`src/rtl/lc3_mem_ctrl.sv`:
```
// LC-3 memory access controller: owns MAR/MDR, sequences SRAM strobes with a
// programmable wait-state count and latches read data into RDATA.
// Optional feature: define MEM_CTRL_ERR_EN to enable sticky dropped-request Err.
module lc3_mem_ctrl #(
    parameter int unsigned WAIT_CYCLES = 2
) (
    input  logic        Clk,
    input  logic        Reset_n,
    input  logic        LD_MAR,
    input  logic        LD_MDR,
    input  logic        MIO_EN,
    input  logic [15:0] Bus_in,
    input  logic        Rd_req,
    input  logic        Wr_req,
    input  logic [15:0] Mem_rdata,
    output logic [15:0] MAR,
    output logic [15:0] MDR,
    output logic [15:0] Mem_addr,
    output logic [15:0] Mem_wdata,
    output logic        Mem_CE_n,
    output logic        Mem_OE_n,
    output logic        Mem_WE_n,
    output logic        Busy,
    output logic        Done,
    output logic        Err
);

    localparam int unsigned CNT_W = 4;
    localparam int unsigned DATA_W = 16;

    typedef enum logic [1:0] {
        IDLE    = 2'd0,
        READ    = 2'd1,
        WRITE   = 2'd2,
        RECOVER = 2'd3
    } state_t;

    state_t              state;
    logic [CNT_W-1:0]    cnt;
    logic [DATA_W-1:0]   mar_q;
    logic [DATA_W-1:0]   mdr_q;
    logic [DATA_W-1:0]   rdata_q;
    logic                ce_n_q;
    logic                oe_n_q;
    logic                we_n_q;
    logic                busy_q;
    logic                done_q;

    // Access sequencer; strobes are registered alongside the state so they
    // always equal the decode of the current state.
    always_ff @(posedge Clk or negedge Reset_n) begin
        if (!Reset_n) begin
            state   <= IDLE;
            cnt     <= '0;
            mar_q   <= '0;
            mdr_q   <= '0;
            rdata_q <= '0;
            ce_n_q  <= 1'b1;
            oe_n_q  <= 1'b1;
            we_n_q  <= 1'b1;
            busy_q  <= 1'b0;
            done_q  <= 1'b0;
        end else begin
            done_q <= 1'b0;
            case (state)
                IDLE: begin
                    if (LD_MAR) mar_q <= Bus_in;
                    if (LD_MDR) mdr_q <= MIO_EN ? rdata_q : Bus_in;
                    if (Rd_req) begin
                        state  <= READ;
                        cnt    <= CNT_W'(WAIT_CYCLES);
                        ce_n_q <= 1'b0;
                        oe_n_q <= 1'b0;
                        busy_q <= 1'b1;
                    end else if (Wr_req) begin
                        state  <= WRITE;
                        cnt    <= CNT_W'(WAIT_CYCLES);
                        ce_n_q <= 1'b0;
                        we_n_q <= 1'b0;
                        busy_q <= 1'b1;
                    end
                end
                READ: begin
                    // MIO_EN selects the RDATA value held before this edge
                    if (LD_MDR) mdr_q <= MIO_EN ? rdata_q : Bus_in;
                    if (cnt != '0) begin
                        cnt <= cnt - CNT_W'(1);
                    end else begin
                        rdata_q <= Mem_rdata;
                        state   <= IDLE;
                        ce_n_q  <= 1'b1;
                        oe_n_q  <= 1'b1;
                        busy_q  <= 1'b0;
                        done_q  <= 1'b1;
                    end
                end
                WRITE: begin
                    if (cnt != '0) begin
                        cnt <= cnt - CNT_W'(1);
                    end else begin
                        // WE_n releases one cycle ahead of CE_n for data hold
                        state  <= RECOVER;
                        we_n_q <= 1'b1;
                    end
                end
                RECOVER: begin
                    state  <= IDLE;
                    ce_n_q <= 1'b1;
                    busy_q <= 1'b0;
                    done_q <= 1'b1;
                end
                default: begin
                    state  <= IDLE;
                    ce_n_q <= 1'b1;
                    oe_n_q <= 1'b1;
                    we_n_q <= 1'b1;
                    busy_q <= 1'b0;
                end
            endcase
        end
    end

`ifdef MEM_CTRL_ERR_EN
    logic err_q;

    // Sticky flag for requests dropped while busy or by a read/write collision
    always_ff @(posedge Clk or negedge Reset_n) begin
        if (!Reset_n) begin
            err_q <= 1'b0;
        end else if (((state != IDLE) && (Rd_req || Wr_req)) ||
                     ((state == IDLE) && Rd_req && Wr_req)) begin
            err_q <= 1'b1;
        end
    end

    assign Err = err_q;
`else
    assign Err = 1'b0;
`endif

    assign MAR       = mar_q;
    assign MDR       = mdr_q;
    assign Mem_addr  = mar_q;
    assign Mem_wdata = mdr_q;
    assign Mem_CE_n  = ce_n_q;
    assign Mem_OE_n  = oe_n_q;
    assign Mem_WE_n  = we_n_q;
    assign Busy      = busy_q;
    assign Done      = done_q;

endmodule

```
`config.mk`:
```
export PLATFORM = sky130hd
export DESIGN_NAME = lc3_mem_ctrl
export DESIGN_NICKNAME = d
export VERILOG_FILES = /design/src/rtl/lc3_mem_ctrl.sv
export SDC_FILE = /design/constraint.sdc
export NUM_CORES = 1
export LEC_CHECK = 0
export CAP_MARGIN = 0
export CORE_MARGIN = 5
export CORE_UTILIZATION = 40
export DETAILED_ROUTE_END_ITERATION = 8
export MAX_ROUTING_LAYER = met4
export PLACE_DENSITY = 0.74
export SYNTH_ARGS = -nofsm -noshare
export SYNTH_HDL_FRONTEND = slang
export SYNTH_SLANG_ARGS = --single-unit
```
`constraint.sdc`:
```
create_clock -name Clk -period 1.76 [get_ports Clk]
set_input_delay 0.528 -clock Clk [delete_from_list [all_inputs] [get_ports Clk]]
set_output_delay 0.528 -clock Clk [all_outputs]
set_load 0.1 [all_outputs]
```
After elaboration in Yosys (flattened, before gate mapping)
Cells that the tools add are included.
Widths: inputs -> output; s select.
- shifts and indexed selects: 0
- $mul: 0
- bitwise gates (word level): 1
- div/mod/pow operators: 0
- multiplexer cells: 24
- reductions and logical operators: 16
- add/sub/neg operators: 1
- magnitude comparators: 0
- equality and inequality tests: 10
- operator list (kind ; count):
    $mux 16 ; 1
    $mux 4 ; 3
    $reduce_and 3->1 ; 4
    $ne 2x2->1 const B ; 5
    $mux 1 ; 9
    $mux 2 ; 4
    $pmux 2 s4 ; 1
    $pmux 4 s2 ; 1
    $pmux 1 s2 ; 3
    $pmux 1 s3 ; 2
    $reduce_and 2->1 ; 3
    $reduce_bool 2->1 ; 3
    $eq 2x2->1 const B ; 2
    $reduce_and 4->1 ; 1
    $reduce_bool 4->1 ; 1
    $reduce_or 2->1 ; 2
    $sub 4x1->4 const B ; 1
    $ne 3x3->1 const B ; 1
    $reduce_bool 3->1 ; 1
    $eq 2x1->1 const B ; 1
    $logic_not 2->1 ; 1
    $ne 2x1->1 const B ; 1
    $not 1->1 ; 1
- word-level logic and storage cells: 62
- RAM bits: 0
- output and inout port bits: 70
- ROM bits: 0
- bits in registers: 59
- memories kept: 0
- bits of input ports: 39
- latch bits: 0

Depth between registers and ports, before layout
Gate-level depths: netlist of run 1.
- depth in word-level cells: 4
- depth in mapped cells: 7
- depth with buffers taken out: 5

Worst setup path after synthesis of run 1
OpenSTA, ideal clock, no wires.
- path type: flip-flop to output port
- start point: register mdr_q[0], in the netlist MDR[0]
- end point: output port Mem_wdata[0]
- buffers on the path: 1
- setup slack: -0.108 ns
- arrival: 1.340 ns
- required time: 1.232 ns
- cell stages (with the launch flop): 2
- path through: dfrtp_1 > buf_4
- RTL lines (item ; line ; text):
    from (decl) ; 41 ; logic [DATA_W-1:0] mdr_q;
    from (signal assigned) ; 68 ; if (LD_MDR) mdr_q <= MIO_EN ? rdata_q : Bus_in;
    from (signal assigned) ; 85 ; if (LD_MDR) mdr_q <= MIO_EN ? rdata_q : Bus_in;
    to (decl) ; 19 ; output logic [15:0] Mem_wdata,
No word-level cell between the ends.

Worst setup path in the final report of run 1
- start point: register cnt[1]
- end point: register busy_q, in the netlist Busy
- longest elaborated chain between the ends: 3
- RTL lines (item ; line ; text):
    from (decl) ; 39 ; logic [CNT_W-1:0] cnt;
    from (signal assigned) ; 71 ; cnt <= CNT_W'(WAIT_CYCLES);
    from (signal assigned) ; 77 ; cnt <= CNT_W'(WAIT_CYCLES);
    from (signal assigned) ; 87 ; cnt <= cnt - CNT_W'(1);
    $reduce_bool 4->1 ; 86 ; if (cnt != '0) begin
    $ne 2x2->1 (no line) ; -- ;
    $reduce_and 3->1 (no line) ; -- ;
    to (signal assigned) ; 80 ; busy_q <= 1'b1;
    to (signal assigned) ; 93 ; busy_q <= 1'b0;
    to (signal assigned) ; 109 ; busy_q <= 1'b0;
    to (decl) ; 46 ; logic busy_q;
No other way between the ends.
A chain may end at the register's enable or synchronous reset.

==> results.tsv, run 1 <==
stage	metric	value	unit
logic_synthesis	syn_nets	288	
worst_setup_path	Crit path largest cell delay	0.41	ns
grt	largest net degree at the start of global routing	60	
final_layout	final design utilization	0.688	
sta	min Tclk post-route	1.70	ns
flow_run	number of max-cap violations	0	
drt	Post-route DRC	0	
clock_network	clock buffer depth	2	
logic_synthesis	largest family of logic cells by synthesized area	multiplexers	
status	status	finished, final reports clean	
floorplanning	core area	7180	um2
sta	Period Utilization, post-route	0.965	
logic_synthesis	mean post-synth cell area	12.1	um2
clock_network	Reg clk slew, reported paths	0.07	ns
clock_network	CTS tree	built	
worst_setup_path	Setup crit end kind	flip-flop	
clock_network	root buffer cell	clkbuf_8	
worst_setup_path	critical path arrival	1.92	ns
drt	DR iter-0 viols	34	
worst_setup_path	worst path cell trace	inv_2 > ha_1 > or3b_4 > a211oi_4 > mux2_4	
drt	Post-Route WL	7.00	mm
final_layout	fin cells	437	
clock_network	clk sink count	59	
clock_network	Clock Latency Late Sink	0.33	ns
logic_synthesis	Yosys Warn Count	0	
drt	vias per inst	4.81	
logic_synthesis	Yosys cell types	35	
grt	first-pass GRT wire length	11.1	mm
logic_synthesis	sequential element share of the synthesized area	0.508	
floorplanning	Rows	31	
final_layout	Nets	380	
drt	WL/cell	16.0	um
final_layout	antenna cells	0	
placed_design	dpl cells	420	
sta	Slew Viols, Final	0	
placed_design	GP Congestion	0.746	
worst_setup_path	R2R depth	5	
logic_synthesis	commonest register cell after synthesis	dfrtp_1	
placed_design	pre-CTS WS	-0.251	ns
grt	Congestion Overflow GR	0	
logic_synthesis	Post-Syn Area	2910	um2
final_layout	Synth-to-Final Area Change	69.5	%
min_path	path type of the worst min-delay path	in -> async	
sta	RSZ-0062 raised after global routing	no	
logic_synthesis	Mapped Cells	241	
floorplanning	num ports	109	
final_layout	share of layout cells above drive strength 1	0.530	
worst_setup_path	Crit Reg-Reg Startpoint	cnt[1]$_DFFE_PN0P_	
grt	initial antenna violation count	0	
clock_network	cts hold-fix bufs	0	
sta	setup tns final	0	ns
logic_synthesis	Synth Area in Simple Gates	0.0692	
floorplanning	Die Area	9080	um2
worst_setup_path	Crit Path Category	reg -> reg	
sta	final setup vio count	0	
sta	Final WS setup	0.0617	ns
grt	number of global-route vias before repair	2221	
logic_synthesis	Adder-Cell Fraction of Synth Area	0.0344	
placed_design	DP Wirelength	5.41	mm
floorplanning	initial core utilization	0.406	
clock_network	CTS Buf Count	9	
sta	Max Freq	0.589	GHz
drt	DR pass1 iterations	4	
logic_synthesis	ys async rst share	1.00	
sta	final hold viol count	0	
sta	Final Skew	0.00844	ns
worst_setup_path	CP max-delay cell	or3b_4	
worst_setup_path	critical-path maximum fanout	3	
floorplanning	Chip Width	95.3	um
logic_synthesis	number of enable flip-flop cells after synthesis	0	
floorplanning	die height	95.3	um
worst_setup_path	reg2reg setup slack	0.06	ns
worst_setup_path	crit path from	cnt[1]$_DFFE_PN0P_	
drt	Post-DRT Antenna Nets	0	
logic_synthesis	post-synthesis xor/xnor area fraction	0	
worst_setup_path	Critical Path Sink	Busy$_DFFE_PN0P_	
logic_synthesis	number of synthesized register bits	59	
logic_synthesis	multiplexer share of the synthesized area	0.208	
placed_design	IO buf count	107	
drt	DR vias	2103	
worst_setup_path	worst path required time	1.98	ns
clock_network	H-tree depth	3	
grt	Total Routing Usage GR	0.166	
worst_setup_path	CP startpoint kind	flip-flop	
worst_setup_path	Reg-to-Reg End	Busy$_DFFE_PN0P_	
logic_synthesis	Compound-Gate Fraction of Synth Area	0.0632	
==> critical path, delay by kind of cell (launching register included) <==
kind                       cells  cell delay, ns
and+or+nand+nor                1            0.41
DFF                            1            0.40
buffers and inverters          1            0.06
adders and majority gates      1            0.14
AOI/OAI and AO/OA              1            0.25
muxes                          1            0.32
==> area by class of cell <==
type                       instances  area (um2)
timing repair buffer             124        1950
sequential                        59        1520
tap                               99         124
multi-input combinational        133        1100
inverter                           6        22.5
fill                             488        2240
clock inverter                     4        73.8
clock buffer                      12         145
==> per-layer routing <==
metal / share of wire / vias up / wire [um] / global-route usage
li1: - / 984 / - / -
met1: 0.39 / 1046 / 2730 / 0.188
met2: 0.52 / 65 / 3670 / 0.281
met3: 0.073 / 8 / 509 / 0.0442
met4: 0.013 / 0 / 88 / 0.0637
met5: 0 / - / 0 / -
==> kinds of logic after synthesis <==
| family | after synthesis |
|---|---|
| DFF | 59 |
| muxes | 56 |
| buffers and inverters | 49 |
| and+or+nand+nor | 37 |
| AOI/OAI and AO/OA | 31 |
| adders and majority gates | 8 |
| other | 1 |
==> worst min path at each step <==
| stage | startpoint | to | slack, ns | depth (start not counted) |
|---|---|---|---|---|
| after floorplan | Reset_n | Busy$_DFFE_PN0P_ | 0.23 | 0 |
| after global placement | Mem_CE_n$_DFFE_PN1P_ | Mem_CE_n$_DFFE_PN1P_ | 0.48 | 2 |
| after detailed placement | Mem_CE_n$_DFFE_PN1P_ | Mem_CE_n$_DFFE_PN1P_ | 0.49 | 2 |
| after CTS | Reset_n | MDR[3]$_DFFE_PN0P_ | 0.19 | 2 |
| after global routing | Reset_n | MDR[3]$_DFFE_PN0P_ | 0.20 | 2 |
| final | Reset_n | MDR[3]$_DFFE_PN0P_ | 0.18 | 2 |
==> timing repair <==
item | in CTS | in global routing
buffers inserted | 0 | 1
setup endpoints to repair | 0 | 4
gates resized for setup | 0 | 2
==> stage by stage <==
stage	instance area, um2	hold slack (ns)
CTS	4920	0.188
finish	4930	0.178
floorplan	2950	0.232
detailed placement	4700	0.490
global placement	4700	0.484
global route	4930	0.199
==> layout by cell type, fill, tap and decap left out, types with 2 or more instances in the layout <==
master,count
dfrtp_1,24
o31ai_1,2
ha_1,8
buf_12,74
o21ai_0,19
or4_1,2
a21oi_1,4
inv_1,5
or2_2,2
mux2_2,32
clkbuf_8,10
clkbuf_1,2
nand2_1,20
dfstp_2,3
bufinv_16,2
mux2i_1,23
nand3_1,2
dfrtp_2,32
buf_4,12
clkdlybuf4s50_1,37
nor2_1,2
==> cells in the mapped netlist (3+ instances only) <==
| cell type | n | area [um2] |
|---|---|---|
| clkbuf_1 | 3 | 11.3 |
| buf_4 | 33 | 248 |
| buf_2 | 4 | 20.0 |
| dfrtp_1 | 56 | 1400 |
| nand2_1 | 20 | 75.1 |
| inv_1 | 6 | 22.5 |
| a21oi_1 | 5 | 25.0 |
| o21ai_0 | 20 | 100 |
| mux2_2 | 32 | 360 |
| ha_1 | 8 | 100 |
| dfstp_2 | 3 | 78.8 |
| mux2i_1 | 23 | 230 |
==> sequential cells by signal, summed over array words and instances (netlist names) <==
signal / count
Mem_CE_n: 1
state: 2
Busy: 1
MDR: 16
cnt: 4
Done: 1
MAR: 16
rdata_q: 16
Mem_WE_n: 1
Mem_OE_n: 1
Power of run 1 is left out: the tool's default activity adds up to more than one toggle a clock period on the data nets, which glitch-free logic cannot reach.
==> run 2: changes to the inputs <==
CORE_MARGIN = not set   (was 5)
==> results.tsv, run 2 (same netlist as run 1, synthesis figures left out) <==
stage	metric	value	unit
final_layout	commonest non-fill, non-tap cell in the layout	buf_12	
drt	Post-Route WL	6.61	mm
drt	WL/cell	15.2	um
sta	Hold WS	0.182	ns
drt	DR vias	2102	
clock_network	Clock Latency Late Sink	0.33	ns
drt	Post-route DRC	0	
sta	Period Utilization, post-route	0.998	
min_path	path type of the worst min-delay path	in -> async	
clock_network	clk sink count	59	
placed_design	dpl cells	417	
sta	Max Freq	0.570	GHz
clock_network	clock buffer depth	2	
drt	Post-DRT Antenna Nets	0	
grt	Congestion Overflow GR	0	
grt	initial antenna violation count	0	
final_layout	Nets	382	
clock_network	CTS tree	built	
flow_run	number of max-cap violations	0	
placed_design	IO buf count	107	
sta	min Tclk post-route	1.76	ns
final_layout	most frequent cells in the layout	buf_12 (73), clkdlybuf4s50_1 (37), dfrtp_2 (32), mux2_2 (32), dfrtp_1 (24)	
grt	number of global-route vias before repair	2145	
placed_design	DP Wirelength	4.79	mm
final_layout	Synth-to-Final Area Change	69.4	%
floorplanning	num ports	109	
grt	Total Routing Usage GR	0.189	
clock_network	H-tree depth	3	
worst_setup_path	CP startpoint kind	flip-flop	
final_layout	share of layout cells above drive strength 1	0.544	
drt	DR iter-0 viols	68	
worst_setup_path	Setup crit end kind	flip-flop	
final_layout	fillers	474	
clock_network	Reg clk slew, reported paths	0.06	ns
final_layout	antenna cells	0	
worst_setup_path	critical-path maximum fanout	3	
floorplanning	core area	6910	um2
worst_setup_path	worst path required time	1.98	ns
sta	final setup vio count	0	
floorplanning	Chip Width	87.3	um
sta	Slew Viols, Final	0	
floorplanning	initial core utilization	0.422	
floorplanning	die height	87.3	um
clock_network	root buffer cell	clkbuf_8	
grt	largest net degree at the start of global routing	60	
placed_design	GP Congestion	0.824	
drt	DR pass1 iterations	4	
drt	vias per inst	4.82	
grt	first-pass GRT wire length	10.5	mm
floorplanning	Die Area	7620	um2
final_layout	fin cells	436	
sta	Final Skew	0.00526	ns
clock_network	CTS Buf Count	9	
sta	final hold viol count	0	
sta	setup tns final	0	ns
final_layout	final design utilization	0.714	
worst_setup_path	critical path arrival	1.97	ns
status	status	finished, final reports clean	
floorplanning	Rows	30	
worst_setup_path	Crit Path Category	reg -> reg	
==> run 2: what timing repair did <==
action,4_1_cts,5_1_grt
hold buffers,0,0
setup buffers,0,3
resized for setup,0,6
endpoints found under the setup margin,1,14
pin swaps,1,2
==> run 2: path summary, 6_finish.rpt <==
path,startpoint,end,slack (ns),depth (start not counted)
setup / recovery,cnt[1]$_DFFE_PN0P_,Busy$_DFFE_PN0P_,0.004,5
hold / removal,Reset_n,MAR[8]$_DFFE_PN0P_,0.18,2
setup reg to reg,cnt[1]$_DFFE_PN0P_,Busy$_DFFE_PN0P_,0.004,5
hold reg to reg,Mem_CE_n$_DFFE_PN1P_,Mem_CE_n$_DFFE_PN1P_,0.50,2
max in group asynchronous,Reset_n,Mem_CE_n$_DFFE_PN1P_,1.26,2
min in group Clk,Mem_CE_n$_DFFE_PN1P_,Mem_CE_n$_DFFE_PN1P_,0.50,2
==> run 2: per-layer routing <==
metal	vias up	global-route usage	routed length (um)
met5	-	-	0
met1	1026	0.217	2500
li1	983	-	-
met4	0	0.0656	105
met2	82	0.309	3550
met3	11	0.0635	453
==> run 2: cell type report <==
type / count / area, um2 / share of cell area
inverters: 6 / 22.5 / 0.00457
well taps: 96 / 120 / 0.0243
repair buffers: 126 / 1950 / 0.395
flip-flops and latches: 59 / 1520 / 0.308
multi-input cells: 133 / 1110 / 0.226
clock inverters: 6 / 80.1 / 0.0162
clock buffers: 10 / 128 / 0.0259
==> run 2: critical path: stages, from the launching register on <==
cell	delay, ns
dfrtp_1	0.40
inv_2	0.10
ha_4	0.14
or3b_4	0.41
a211oi_4	0.29
mux2_4	0.32
==> run 2: metrics by stage <==
step,setup slack (ns),cell area (um2)
3_3_place_gp,-0.232,4690
4_1_cts,0.0103,4900
3_5_place_dp,-0.256,4690
2_1_floorplan,0.00306,2950
5_1_grt,-0.0272,4930
6_report,0.00418,4930
Power of run 2 is left out for the same reason.
